<file path="config.mk">
export PLATFORM = sky130hd
export DESIGN_NAME = bcd_countdown_flat
export DESIGN_NICKNAME = d
export VERILOG_FILES = /design/src/rtl/bcd_pkg.sv /design/src/rtl/bcd_countdown_if.sv /design/src/rtl/bcd_digit_dec.sv /design/src/rtl/bcd_countdown.sv /design/src/flat_wrapper.sv
export SDC_FILE = /design/constraint.sdc
export NUM_CORES = 1
export LEC_CHECK = 0
export BUFFER_PORTS_ARGS = -buffer_cell sky130_fd_sc_hd__clkbuf_2
export CAP_MARGIN = 30
export CORE_MARGIN = 2
export CORE_UTILIZATION = 35
export DETAILED_ROUTE_END_ITERATION = 10
export PLACE_DENSITY = 0.57
export SLEW_MARGIN = 10
export SYNTH_ARGS = -nofsm -noshare
export SYNTH_HDL_FRONTEND = slang
export SYNTH_SLANG_ARGS = --single-unit
</file>
<file path="constraint.sdc">
create_clock -name clock -period 2.4 [get_ports clock]
set_input_delay 0.24 -clock clock [delete_from_list [all_inputs] [get_ports clock]]
set_output_delay 0.24 -clock clock [all_outputs]
set_load 0.005 [all_outputs]
</file>
<file path="src/rtl/bcd_pkg.sv">
// Shared BCD constants, state encoding and the nibble clamp helper.
package bcd_pkg;

  localparam int NIBBLE_W = 4;
  localparam logic [NIBBLE_W-1:0] BCD_MAX  = 4'd9;
  localparam logic [NIBBLE_W-1:0] BCD_ZERO = 4'd0;

  typedef enum logic [1:0] {
    IDLE = 2'd0,
    RUN  = 2'd1,
    DONE = 2'd2
  } state_e;

  // Non-decimal nibbles (A..F) saturate to 9 so the count stays valid BCD.
  function automatic logic [NIBBLE_W-1:0] clamp_nibble(input logic [NIBBLE_W-1:0] n);
    return (n > BCD_MAX) ? BCD_MAX : n;
  endfunction

endpackage

</file>
<file path="src/rtl/bcd_countdown_if.sv">
// Control and status bundle for the BCD down-counter.
// Handshake: there is no valid/ready pair and no backpressure. load is a
// single-cycle strobe sampled on the rising clock edge and always wins over
// enable; enable is a tick qualifier, one decrement per high cycle. All
// status signals are registered and valid one cycle after the causing edge.
interface bcd_countdown_if #(
  parameter int DIGITS = 4
);
  logic                  load;
  logic [4*DIGITS-1:0]   load_value;
  logic                  enable;
  logic [4*DIGITS-1:0]   digits;
  logic [DIGITS-1:0]     borrow;
  logic                  done;
  logic                  running;
  logic                  zero;
  logic [1:0]            state;    // debug view of the FSM state

  modport master (
    output load, load_value, enable,
    input  digits, borrow, done, running, zero, state
  );

  modport slave (
    input  load, load_value, enable,
    output digits, borrow, done, running, zero, state
  );
endinterface

</file>
<file path="src/rtl/bcd_digit_dec.sv">
// One BCD digit of the down-counter: loads, decrements and wraps 0 -> 9.
module bcd_digit_dec
  import bcd_pkg::*;
(
  input  logic                clock,
  input  logic                reset,
  input  logic                load_i,
  input  logic [NIBBLE_W-1:0] load_value_i,
  input  logic                dec_i,
  output logic [NIBBLE_W-1:0] digit_o,
  output logic                borrow_o
);

  logic [NIBBLE_W-1:0] digit_q, digit_d;

  // Next digit: load beats decrement; a zero digit wraps to nine.
  always_comb begin
    digit_d = digit_q;
    if (load_i)
      digit_d = load_value_i;
    else if (dec_i)
      digit_d = (digit_q == BCD_ZERO) ? BCD_MAX : digit_q - 4'd1;
  end

  // Digit register.
  always_ff @(posedge clock or negedge reset) begin
    if (!reset) digit_q <= BCD_ZERO;
    else        digit_q <= digit_d;
  end

  assign digit_o  = digit_q;
  assign borrow_o = (digit_q == BCD_ZERO) && dec_i;

endmodule

</file>
<file path="src/rtl/bcd_countdown.sv">
// Multi-digit BCD down-counter with parallel load, optional auto-reload and
// a one-cycle done pulse when the count reaches zero.
module bcd_countdown
  import bcd_pkg::*;
#(
  parameter int DIGITS      = 4,
  parameter bit AUTO_RELOAD = 1'b0
) (
  input logic             clock,
  input logic             reset,
  bcd_countdown_if.slave  bus
);

  localparam int W = NIBBLE_W * DIGITS;
  localparam logic [W-1:0] COUNT_ONE = {{(W-1){1'b0}}, 1'b1};

  state_e              state_q;
  logic [W-1:0]        reload_q;
  logic [DIGITS-1:0]   borrow_q;
  logic                done_q, running_q, zero_q;

  logic [W-1:0]        clamped_d, cell_value_d, digits_w;
  logic [DIGITS-1:0]   borrow_w, dec_w;
  logic                is_zero, is_one, dec_en, reload_evt, cell_load;

  // Clamp each incoming nibble to a legal decimal digit.
  always_comb begin
    clamped_d = '0;
    for (int i = 0; i < DIGITS; i++)
      clamped_d[NIBBLE_W*i +: NIBBLE_W] = clamp_nibble(bus.load_value[NIBBLE_W*i +: NIBBLE_W]);
  end

  assign is_zero    = (digits_w == '0);
  assign is_one     = (digits_w == COUNT_ONE);
  // After an auto-reload expiry the counter sits at zero in RUN; the next
  // tick restores the reload value instead of decrementing.
  assign reload_evt = AUTO_RELOAD && (state_q == RUN) && bus.enable && !bus.load && is_zero;
  assign dec_en     = (state_q == RUN) && bus.enable && !bus.load && !is_zero;
  assign cell_load  = bus.load || reload_evt;
  assign cell_value_d = bus.load ? clamped_d : reload_q;

  // Digit k decrements only when every lower digit was zero, which is exactly
  // the borrow out of digit k-1.
  for (genvar k = 0; k < DIGITS; k++) begin : g_digit
    if (k == 0) begin : g_first
      assign dec_w[k] = dec_en;
    end else begin : g_rest
      assign dec_w[k] = borrow_w[k-1];
    end
    bcd_digit_dec u_digit (
      .clock        (clock),
      .reset        (reset),
      .load_i       (cell_load),
      .load_value_i (cell_value_d[NIBBLE_W*k +: NIBBLE_W]),
      .dec_i        (dec_w[k]),
      .digit_o      (digits_w[NIBBLE_W*k +: NIBBLE_W]),
      .borrow_o     (borrow_w[k])
    );
  end

  // Control FSM with registered status outputs and the reload register.
  always_ff @(posedge clock or negedge reset) begin
    if (!reset) begin
      state_q   <= IDLE;
      reload_q  <= '0;
      borrow_q  <= '0;
      done_q    <= 1'b0;
      running_q <= 1'b0;
      zero_q    <= 1'b1;
    end else begin
      borrow_q <= '0;
      done_q   <= 1'b0;
      if (bus.load) begin
        reload_q <= clamped_d;
        if (clamped_d != '0) begin
          state_q   <= RUN;
          running_q <= 1'b1;
          zero_q    <= 1'b0;
        end else begin
          state_q   <= IDLE;
          running_q <= 1'b0;
          zero_q    <= 1'b1;
        end
      end else if (dec_en) begin
        borrow_q <= borrow_w;
        if (is_one) begin
          done_q <= 1'b1;
          zero_q <= 1'b1;
          if (!AUTO_RELOAD) begin
            state_q   <= DONE;
            running_q <= 1'b0;
          end
        end
      end else if (reload_evt) begin
        // Reload value is nonzero whenever RUN was entered.
        zero_q <= 1'b0;
      end
    end
  end

  assign bus.digits  = digits_w;
  assign bus.borrow  = borrow_q;
  assign bus.done    = done_q;
  assign bus.running = running_q;
  assign bus.zero    = zero_q;
  assign bus.state   = state_q;

endmodule

</file>
<file path="src/flat_wrapper.sv">
// flat-port wrapper written by rule: the top's interface ports become plain ports
module bcd_countdown_flat import bcd_pkg::*;
#(
  parameter int DIGITS      = 4,
  parameter bit AUTO_RELOAD = 1'b0
)
  (clock, reset, bus_load, bus_load_value, bus_enable, bus_digits, bus_borrow, bus_done, bus_running, bus_zero, bus_state);
  bcd_countdown_if #(.DIGITS(DIGITS)) bus_i ();
  input logic clock;
  input logic reset;
  input wire logic [$bits(bus_i.load)-1:0] bus_load;
  input wire logic [$bits(bus_i.load_value)-1:0] bus_load_value;
  input wire logic [$bits(bus_i.enable)-1:0] bus_enable;
  output wire logic [$bits(bus_i.digits)-1:0] bus_digits;
  output wire logic [$bits(bus_i.borrow)-1:0] bus_borrow;
  output wire logic [$bits(bus_i.done)-1:0] bus_done;
  output wire logic [$bits(bus_i.running)-1:0] bus_running;
  output wire logic [$bits(bus_i.zero)-1:0] bus_zero;
  output wire logic [$bits(bus_i.state)-1:0] bus_state;
  assign bus_i.load = bus_load;
  assign bus_i.load_value = bus_load_value;
  assign bus_i.enable = bus_enable;
  assign bus_digits = bus_i.digits;
  assign bus_borrow = bus_i.borrow;
  assign bus_done = bus_i.done;
  assign bus_running = bus_i.running;
  assign bus_zero = bus_i.zero;
  assign bus_state = bus_i.state;
  bcd_countdown #(.DIGITS(DIGITS), .AUTO_RELOAD(AUTO_RELOAD)) u_core (.clock(clock), .reset(reset), .bus(bus_i));
endmodule
</file>
After elaboration in Yosys (flattened, before gate mapping)
Cells that the tools add are included.
Storage, ports and cells
  output and inout port bits: 25
  flip-flop bits (word level): 25
  logic and storage cells: 73
  input bits: 20
Operators by class
  reductions and logical operators: 21
  equal/unequal tests: 2
  add/subtract/negate cells: 4
  magnitude comparators: 4
  mux-type cells: 33
Operators by type and width (count)
  $mux W4: 18
  $eq A16 B1 Y1 const B: 1
  $gt A4 B4 Y1 const B: 4
  $logic_not A16 Y1: 1
  $logic_not A4 Y1: 4
  $reduce_bool A16 Y1: 1
  $sub A4 B1 Y4 const B: 4
  $mux W1: 12
  $reduce_bool A2 Y1: 5
  $logic_and A1 B1 Y1: 7
  $mux W2: 3
  $eq A2 B1 Y1 const B: 1
  $logic_not A1 Y1: 2
  $reduce_and A2 Y1: 1

Longest topological paths before layout
Gate-level depths: netlist of the first run.
  word-level depth: 10
  depth in mapped cells: 6

By module
A second synthesis of the first run with hierarchy kept.
Unflattened totals
  cells, all modules: 178
  area total of the unflattened synthesis: 1966.9 um^2
Modules (own cells, without submodules)
  bcd_countdown: cells each 90, instances 1, area an instance 1041.0 um^2, sequential area each 601.8 um^2
  bcd_digit_dec: cells each 22, instances 4, area an instance 231.5 um^2, sequential area each 100.1 um^2

Least setup slack after synthesis of the first run
No wires, ideal clock.
  path type: reg2reg
  start: register u_core.g_digit[1].u_digit.digit_q[1]
  end: register u_core.g_digit[2].u_digit.digit_q[3]
  stages on the path, launching flop included: 5
  path slack: 0.675 ns
  buffers on the path: 0
  setup time: 0.082 ns
  data arrival time: 1.643 ns
  cells stage by stage: dfrtp_1 > nor4_4 > nand4_2 > or3_4 > a31oi_1
Between the ends
  longest elaborated chain between the ends: 6
  elaborated cells between the ends (all ways): 7
  those cells by class: reduce/logical: 7
RTL lines
  start, declared: RTL line bcd_digit_dec.sv:14  | logic [NIBBLE_W-1:0] digit_q, digit_d;
  start signal, assigned: RTL line bcd_digit_dec.sv:28  | else digit_q <= digit_d;
  $logic_not A16 Y1: RTL line bcd_countdown.sv:33  | assign is_zero = (digits_w == '0);
  $logic_not A1 Y1: RTL line bcd_countdown.sv:38  | assign dec_en = (state_q == RUN) && bus.enable && !bus.load && !is_zero;
  $logic_and A1 B1 Y1: RTL line bcd_countdown.sv:38
  $logic_and A1 B1 Y1: RTL line bcd_digit_dec.sv:32  | assign borrow_o = (digit_q == BCD_ZERO) && dec_i;
  $logic_and A1 B1 Y1 (*): RTL line bcd_digit_dec.sv:32
  $reduce_bool A2 Y1 (no line) (*)
  end signal, assigned: RTL line bcd_digit_dec.sv:28
  end, declared: RTL line bcd_digit_dec.sv:14
Mark *: on every way between the ends. The rest lies on a longest branch, timed or not.
A chain may end at the register's enable or synchronous reset.

Worst setup path in the final report of the first run
  start: register u_core.g_digit[0].u_digit.digit_q[0]
  end: register u_core.g_digit[3].u_digit.digit_q[1]
Between the ends
  longest elaborated chain between the ends: 7
  elaborated cells between the ends (all ways): 8
  those cells by class: reduce/logical: 8
RTL lines (RTL line)
  start, declared: bcd_digit_dec.sv:14
  start signal, assigned: bcd_digit_dec.sv:28
  $logic_not A16 Y1: bcd_countdown.sv:33
  $logic_not A1 Y1: bcd_countdown.sv:38
  $logic_and A1 B1 Y1: bcd_countdown.sv:38
  $logic_and A1 B1 Y1 (*) (3 in series): bcd_digit_dec.sv:32
  $reduce_bool A2 Y1 (no line) (*)
  end signal, assigned: bcd_digit_dec.sv:28
  end, declared: bcd_digit_dec.sv:14
Marked as above.

==> reports/results.tsv, run 1 <==
metric	value	unit
die_width	66.6	microns
post_synth_num_cell_types	46	
drt.antenna.violating_nets	0	
antenna_found_initial	0	
top_level_ports	45	
post-route-period-util	0.820	
synth.cell_area	1370	sq um
grt_first_pass_wirelength	5950	microns
vdd_ir_drop_max	173	uV
critical_path.startpoint_type	register	
cellLeakagePower	0.000800	uW
cts_htree_levels	1	
worst_slew_pin_slew	618	ps
worst-endpoint-arrival	2150	ps
hpwlAfterDp	2700	microns
synth_fp_nets	164	
cts_setup_buffers	0	
min-delay-path-class	input pin to register	
routed_wire_length_per_instance	15.3	microns
grt_setup_unrepaired	false	
clk_latency	260	ps
cp.required	2580	ps
drt_iter0_drc	68	
most_common_library_cell_in_the_layout_ignoring_fill_and_taps	clkbuf_2	
post_synthesis_to_final_layout_area_growth	22.4	%
setup_viol_count_final	0	
synth.yosys.warnings	0	
worst_path_dominant_cell_family	simple AND/OR/NAND/NOR gates	
cts_sinks	24	
drive_gt1_frac	0.305	
gp_congestion	0.840	
cpPeakStageDelay	520	ps
number_of_enable_type_register_cells_in_the_synthesized_netlist	0	
global_route.overflow_total	0	
ys_seq_area_frac	0.439	
synthesis.area_per_instance	9.51	sq um
timing.setup.tns	0	ps
final-hold-violation-count	0	
floorplan.rows	22	
timing.max_slew.rel_slack	0.588	
kind_of_critical_path	register to register	
place_ws	423	ps
ys_async_sr_fraction	1.00	
num_antenna_cells	0	
cts-root-buf	clkbuf_8	
run_status	finished, final reports clean	
via_count	1313	
floorplan.die_area	4430	sq um
fin_skew	4.55	ps
timing.final.ws_setup	431	ps
worst_setup_hold_path_clk_slew	80	ps
nFillCells	382	
tritoncts_clock_tree	done	
drt_pre_antenna_iters	4	
largest_net_degree_at_the_start_of_global_routing	25	
initial_core_util	0.369	
total_of_hold_buffers_inserted_after_clock_tree_synthesis	1	
crit_fanout	13	
timing.critical_path.buf_inv	0	
cts-buffers-inserted	3	
crit_path_end_kind	register	
number_of_nets_in_the_finished_design	208	
design.core.area	3720	sq um
totalWireLength	3600	microns
most-common-layout-cells	clkbuf_2 (44), dfrtp_1 (23), nor2_1 (14)	
power.density	534	nW/um^2
ys_ff_latch	24	
clock_tree.buffer_depth	2	
number_of_cells_upsized_or_downsized_after_cts	0	
port-buffer-count	44	
final.min_clock_period	1970	ps
vias_per_cell	5.59	
maxClockFrequency	508	MHz
drv.max_cap_violation_count	0	
first_global_vias	1282	
syn_inst	144	
series_of_cell_instances_along_the_critical_path	nor4_1 -> nand4_2 -> or4_1 -> a31oi_1	
finalMaxSlewViolations	0	
grtUsageTotal	0.175	
cpMaxStageDelayCell	dfrtp_1	
synth_flop_cell	dfrtp_1	
die-height	66.6	microns
drt_drc_violations_left	0	
routing by layer:
| metal | wire, microns | track usage | vias to the layer above |
|---|---|---|---|
| li1 | - | - | 626 |
| met2 | 1620 | 0.270 | 44 |
| met5 | 0 | 0 | - |
| met3 | 206 | 0.0287 | 6 |
| met4 | 55 | 0.0612 | 0 |
| met1 | 1720 | 0.245 | 637 |
state kept, by name (all words and copies together) (netlist names):
name                            flops
u_core.g_digit.u_digit.digit_o     16
u_core.bus.borrow                   4
u_core.bus.zero                     1
u_core.bus.state                    2
u_core.bus.done                     1
synthesized netlist by cell type, drive strengths merged, types with 2 or more instances:
library cell,count,area [sq um]
nand2,9,33.8
buf,4,25.0
nor3,5,25.0
dfrtp,23,576
o21ai,9,45.0
nand3,5,25.0
nor2,14,52.6
o311ai,2,17.5
nor4,10,98.8
nand4,4,37.5
nor2b,2,12.5
a31oi,3,18.8
inv,7,26.3
nand2b,2,12.5
a21o,3,22.5
a21oi,8,40.0
and2,2,12.5
o2bb2ai,2,17.5
or4,2,15.0
mux2i,4,40.0
a32oi,2,17.5
a21boi,2,15.0
clkbuf,3,11.3
cell type report:
cell class	instances	area, sq um	share of cell area
repair buffers	46	238	0.142
inverters	7	26.3	0.0157
clock buffers	4	45.0	0.0269
well taps	48	60.1	0.0358
multi-input cells	106	706	0.421
flip-flops and latches	24	602	0.359
cell families (layout without fill, tap and decap cells):
| group | count (synthesis) | in the layout | share of synthesized area |
|---|---|---|---|
| compound gates | 42 | 42 | 0.214 |
| buf+inv | 14 | 57 | 0.0457 |
| flops | 24 | 24 | 0.439 |
| mux | 4 | 4 | 0.0292 |
| other cells | 1 | 1 | 0.00274 |
| simple gates | 59 | 59 | 0.269 |
where the power goes:
group | internal, uW | leakage [uW] | total (uW) | switching [uW]
logic | 77.0 | 0.000482 | 168 | 90.8
registers | 433 | 0.000296 | 487 | 54.6
clock network | 118 | 0.0000228 | 240 | 122
total | 628 | 0.000800 | 895 | 267
worst paths after layout:
kind / start / endpoint / slack [ps] / cells after the start
hold reg to reg: u_core.bus.state[1]$_DFFE_PN0P_ / u_core.bus.state[1]$_DFFE_PN0P_ / 540 / 1
setup / recovery: u_core.g_digit[0].u_digit.digit_o[0]$_DFFE_PN0P_ / u_core.g_digit[3].u_digit.digit_o[1]$_DFFE_PN0P_ / 430 / 4
hold / removal: bus_load_value[0] / u_core.g_digit[0].u_digit.digit_o[0]$_DFFE_PN0P_ / 240 / 3
setup reg to reg: u_core.g_digit[0].u_digit.digit_o[0]$_DFFE_PN0P_ / u_core.g_digit[3].u_digit.digit_o[1]$_DFFE_PN0P_ / 430 / 4
max in group asynchronous: reset / u_core.g_digit[1].u_digit.digit_o[0]$_DFFE_PN0P_ / 1480 / 2
min in group asynchronous: reset / u_core.g_digit[3].u_digit.digit_o[2]$_DFFE_PN0P_ / 520 / 2
worst min-delay path: stages:
cell and delay (ps):
clkbuf_2 90, inv_1 40, a32oi_1 90
per-stage QoR:
| stage | util | power [uW] | hold WS, ps | cell area (sq um) | instances |
|---|---|---|---|---|---|
| floorplan | - | 577 | -55.6 | 1370 | 144 |
| global placement | 0.436 | 659 | 286 | 1620 | 230 |
| detailed placement | 0.436 | 661 | 283 | 1620 | 230 |
| CTS | 0.451 | 905 | 237 | 1680 | 235 |
| global route | 0.451 | 955 | 240 | 1680 | 235 |
| finish | 0.451 | 895 | 244 | 1680 | 235 |
(Power assumes the default switching activity.)
==> run 2, diff against run 1 <==
--- a/config.mk
+++ b/config.mk
@@ -10,7 +10,7 @@
 export CORE_MARGIN = 2
 export CORE_UTILIZATION = 35
 export DETAILED_ROUTE_END_ITERATION = 10
-export PLACE_DENSITY = 0.57
+export PLACE_DENSITY = 0.59
 export SLEW_MARGIN = 10
 export SYNTH_ARGS = -nofsm -noshare
 export SYNTH_HDL_FRONTEND = slang
==> constraint.sdc (replaced) <==
create_clock -name clock -period 1.78 [get_ports clock]
set_input_delay 0.178 -clock clock [delete_from_list [all_inputs] [get_ports clock]]
set_output_delay 0.178 -clock clock [all_outputs]
set_load 0.005 [all_outputs]
==> run 2 against run 1 <==
First-iteration DRC count increased by 25%. Critical path type unchanged. Power increased by 41%. Critical endpoint unchanged. Final area increased by 10%. Die area unchanged. Largest power group unchanged. Combinational power increased by 79%. Final cell count increased by 8.5%. Worst hold slack got worse by 90 ps.
==> reports/results.tsv, run 2 (synthesized netlist as in run 1, its figures left out) <==
metric	value	unit
run_status	finished, final reports clean	
port-buffer-count	44	
cts_sinks	24	
routed_wire_length_per_instance	15.1	microns
worstHoldEndpoint	u_core.g_digit[0].u_digit.digit_o[1]$_DFFE_PN0P_	
grt_setup_unrepaired	true	
hold_path_depth	2	
num_antenna_cells	0	
r2r_setup_slack	40	ps
reg2reg_from	u_core.g_digit[0].u_digit.digit_o[1]$_DFFE_PN0P_	
setup_viol_count_final	0	
vdd_ir_drop_max	445	uV
cpMaxStageDelayCell	dfrtp_2	
design.core.area	3720	sq um
start_point_of_the_worst_hold_path	bus_load_value[1]	
floorplan.die_area	4430	sq um
worst-endpoint-arrival	1920	ps
first_global_vias	1310	
min-delay-path-class	input pin to register	
kind_of_critical_path	register to register	
timing.final.ws_setup	42.1	ps
timing.max_slew.rel_slack	0.587	
grt_first_pass_wirelength	6290	microns
hpwlAfterDp	2990	microns
largest_net_degree_at_the_start_of_global_routing	25	
maxClockFrequency	575	MHz
r2r.worst_path.cells	5	
antenna_found_initial	0	
tritoncts_clock_tree	done	
number_of_nets_in_the_finished_design	228	
die_width	66.6	microns
via_count	1385	
post_synthesis_to_final_layout_area_growth	34.7	%
nFillCells	376	
finalMaxSlewViolations	0	
crit_fanout	7	
fin_skew	4.93	ps
vias_per_cell	5.43	
place_ws	96.0	ps
most-common-layout-cells	clkbuf_2 (44), dfrtp_1 (22), buf_4 (21)	
final.min_clock_period	1740	ps
r2r-end	u_core.g_digit[3].u_digit.digit_o[1]$_DFFE_PN0P_	
drive_gt1_frac	0.391	
drt.antenna.violating_nets	0	
clock_tree.buffer_depth	2	
drv.max_cap_violation_count	0	
die-height	66.6	microns
final-hold-violation-count	0	
critical_path.startpoint_type	register	
gp_congestion	0.915	
power.density	686	nW/um^2
top_level_ports	45	
timing.setup.tns	0	ps
finalHoldWorstSlack	155	ps
post-route-period-util	0.976	
cellLeakagePower	0.000900	uW
cts-root-buf	clkbuf_8	
floorplan.rows	22	
drt_pre_antenna_iters	4	
cp.required	1960	ps
global_route.overflow_total	0	
worst_slew_pin_slew	619	ps
worst_setup_hold_path_clk_slew	80	ps
drt_iter0_drc	85	
drt_drc_violations_left	0	
cts-buffers-inserted	3	
totalWireLength	3850	microns
cts_setup_buffers	0	
crit_path_end_kind	register	
cts_htree_levels	1	
clk_latency	260	ps
grtUsageTotal	0.187	
cpPeakStageDelay	460	ps
most_common_library_cell_in_the_layout_ignoring_fill_and_taps	clkbuf_2	
initial_core_util	0.369	
largest_reg_flops	16	
series_of_cell_instances_along_the_critical_path	nor4_2 -> buf_4 -> nand4_2 -> or4_1 -> a31oi_1	
run 2: cell types whose count changed in the layout (fill, tap and decap cells not counted):
| cell | previous run | this run |
|---|---|---|
| nor4_2 | 1 | 3 |
| o311ai_0 | 1 | 0 |
| dfrtp_2 | 0 | 1 |
| nor3_1 | 5 | 4 |
| nor4_1 | 7 | 5 |
| nor3_2 | 0 | 1 |
| o311ai_1 | 1 | 2 |
| dfrtp_1 | 23 | 22 |
| buf_4 | 1 | 21 |
run 2: stage by stage:
step / utilization / cells / instance area [sq um] / power [uW]
after floorplan: - / 144 / 1370 / 778
after global placement: 0.477 / 250 / 1770 / 933
after detailed placement: 0.477 / 250 / 1770 / 940
after CTS: 0.492 / 255 / 1830 / 1270
after global routing: 0.497 / 255 / 1850 / 1350
final: 0.497 / 255 / 1850 / 1270
run 2: timing repair:
action                                 CTS  global route
setup endpoints to repair                0             4
resized for setup                        0             5
endpoints found under the hold margin   23             0
hold buffers                             1             0
run 2: where the power goes:
part	switching, uW	total, uW	internal [uW]
logic	158	300	141
clock network	169	328	160
registers	53.8	638	584
run 2: critical path: cells and delay by family, from the launching register on:
family	cells	cell delay (ps)
buffers and inverters	1	170
AND/OR/NAND/NOR	3	850
flip-flops	1	460
AO/OA/AOI/OAI	1	180
run 2: worst max path at each step:
stage,end,cells after the start,slack (ps),startpoint
after floorplan,u_core.g_digit[2].u_digit.digit_o[3]$_DFFE_PN0P_,4,50,u_core.g_digit[1].u_digit.digit_o[1]$_DFFE_PN0P_
after global placement,u_core.g_digit[3].u_digit.digit_o[1]$_DFFE_PN0P_,5,130,u_core.g_digit[0].u_digit.digit_o[1]$_DFFE_PN0P_
after detailed placement,u_core.g_digit[3].u_digit.digit_o[1]$_DFFE_PN0P_,5,100,u_core.g_digit[0].u_digit.digit_o[1]$_DFFE_PN0P_
after CTS,u_core.g_digit[3].u_digit.digit_o[1]$_DFFE_PN0P_,5,70,u_core.g_digit[0].u_digit.digit_o[1]$_DFFE_PN0P_
after global routing,u_core.g_digit[3].u_digit.digit_o[1]$_DFFE_PN0P_,5,-20,u_core.g_digit[0].u_digit.digit_o[1]$_DFFE_PN0P_
final,u_core.g_digit[3].u_digit.digit_o[1]$_DFFE_PN0P_,5,40,u_core.g_digit[0].u_digit.digit_o[1]$_DFFE_PN0P_
run 2: per-layer routing:
layer	track usage	vias up	part of all wire
met5	0	-	0
met4	0.0485	0	0.0047
met2	0.295	42	0.47
li1	-	668	-
met3	0.0321	2	0.062
met1	0.264	673	0.46
run 2: layout make-up:
type                    count  area, sq um  share of cell area
inverters                   7         26.3              0.0142
repair buffers             66          388               0.210
clock buffers               4         45.0              0.0244
flip-flops and latches     24          603               0.327
multi-input cells         106          723               0.392
well taps                  48         60.1              0.0325
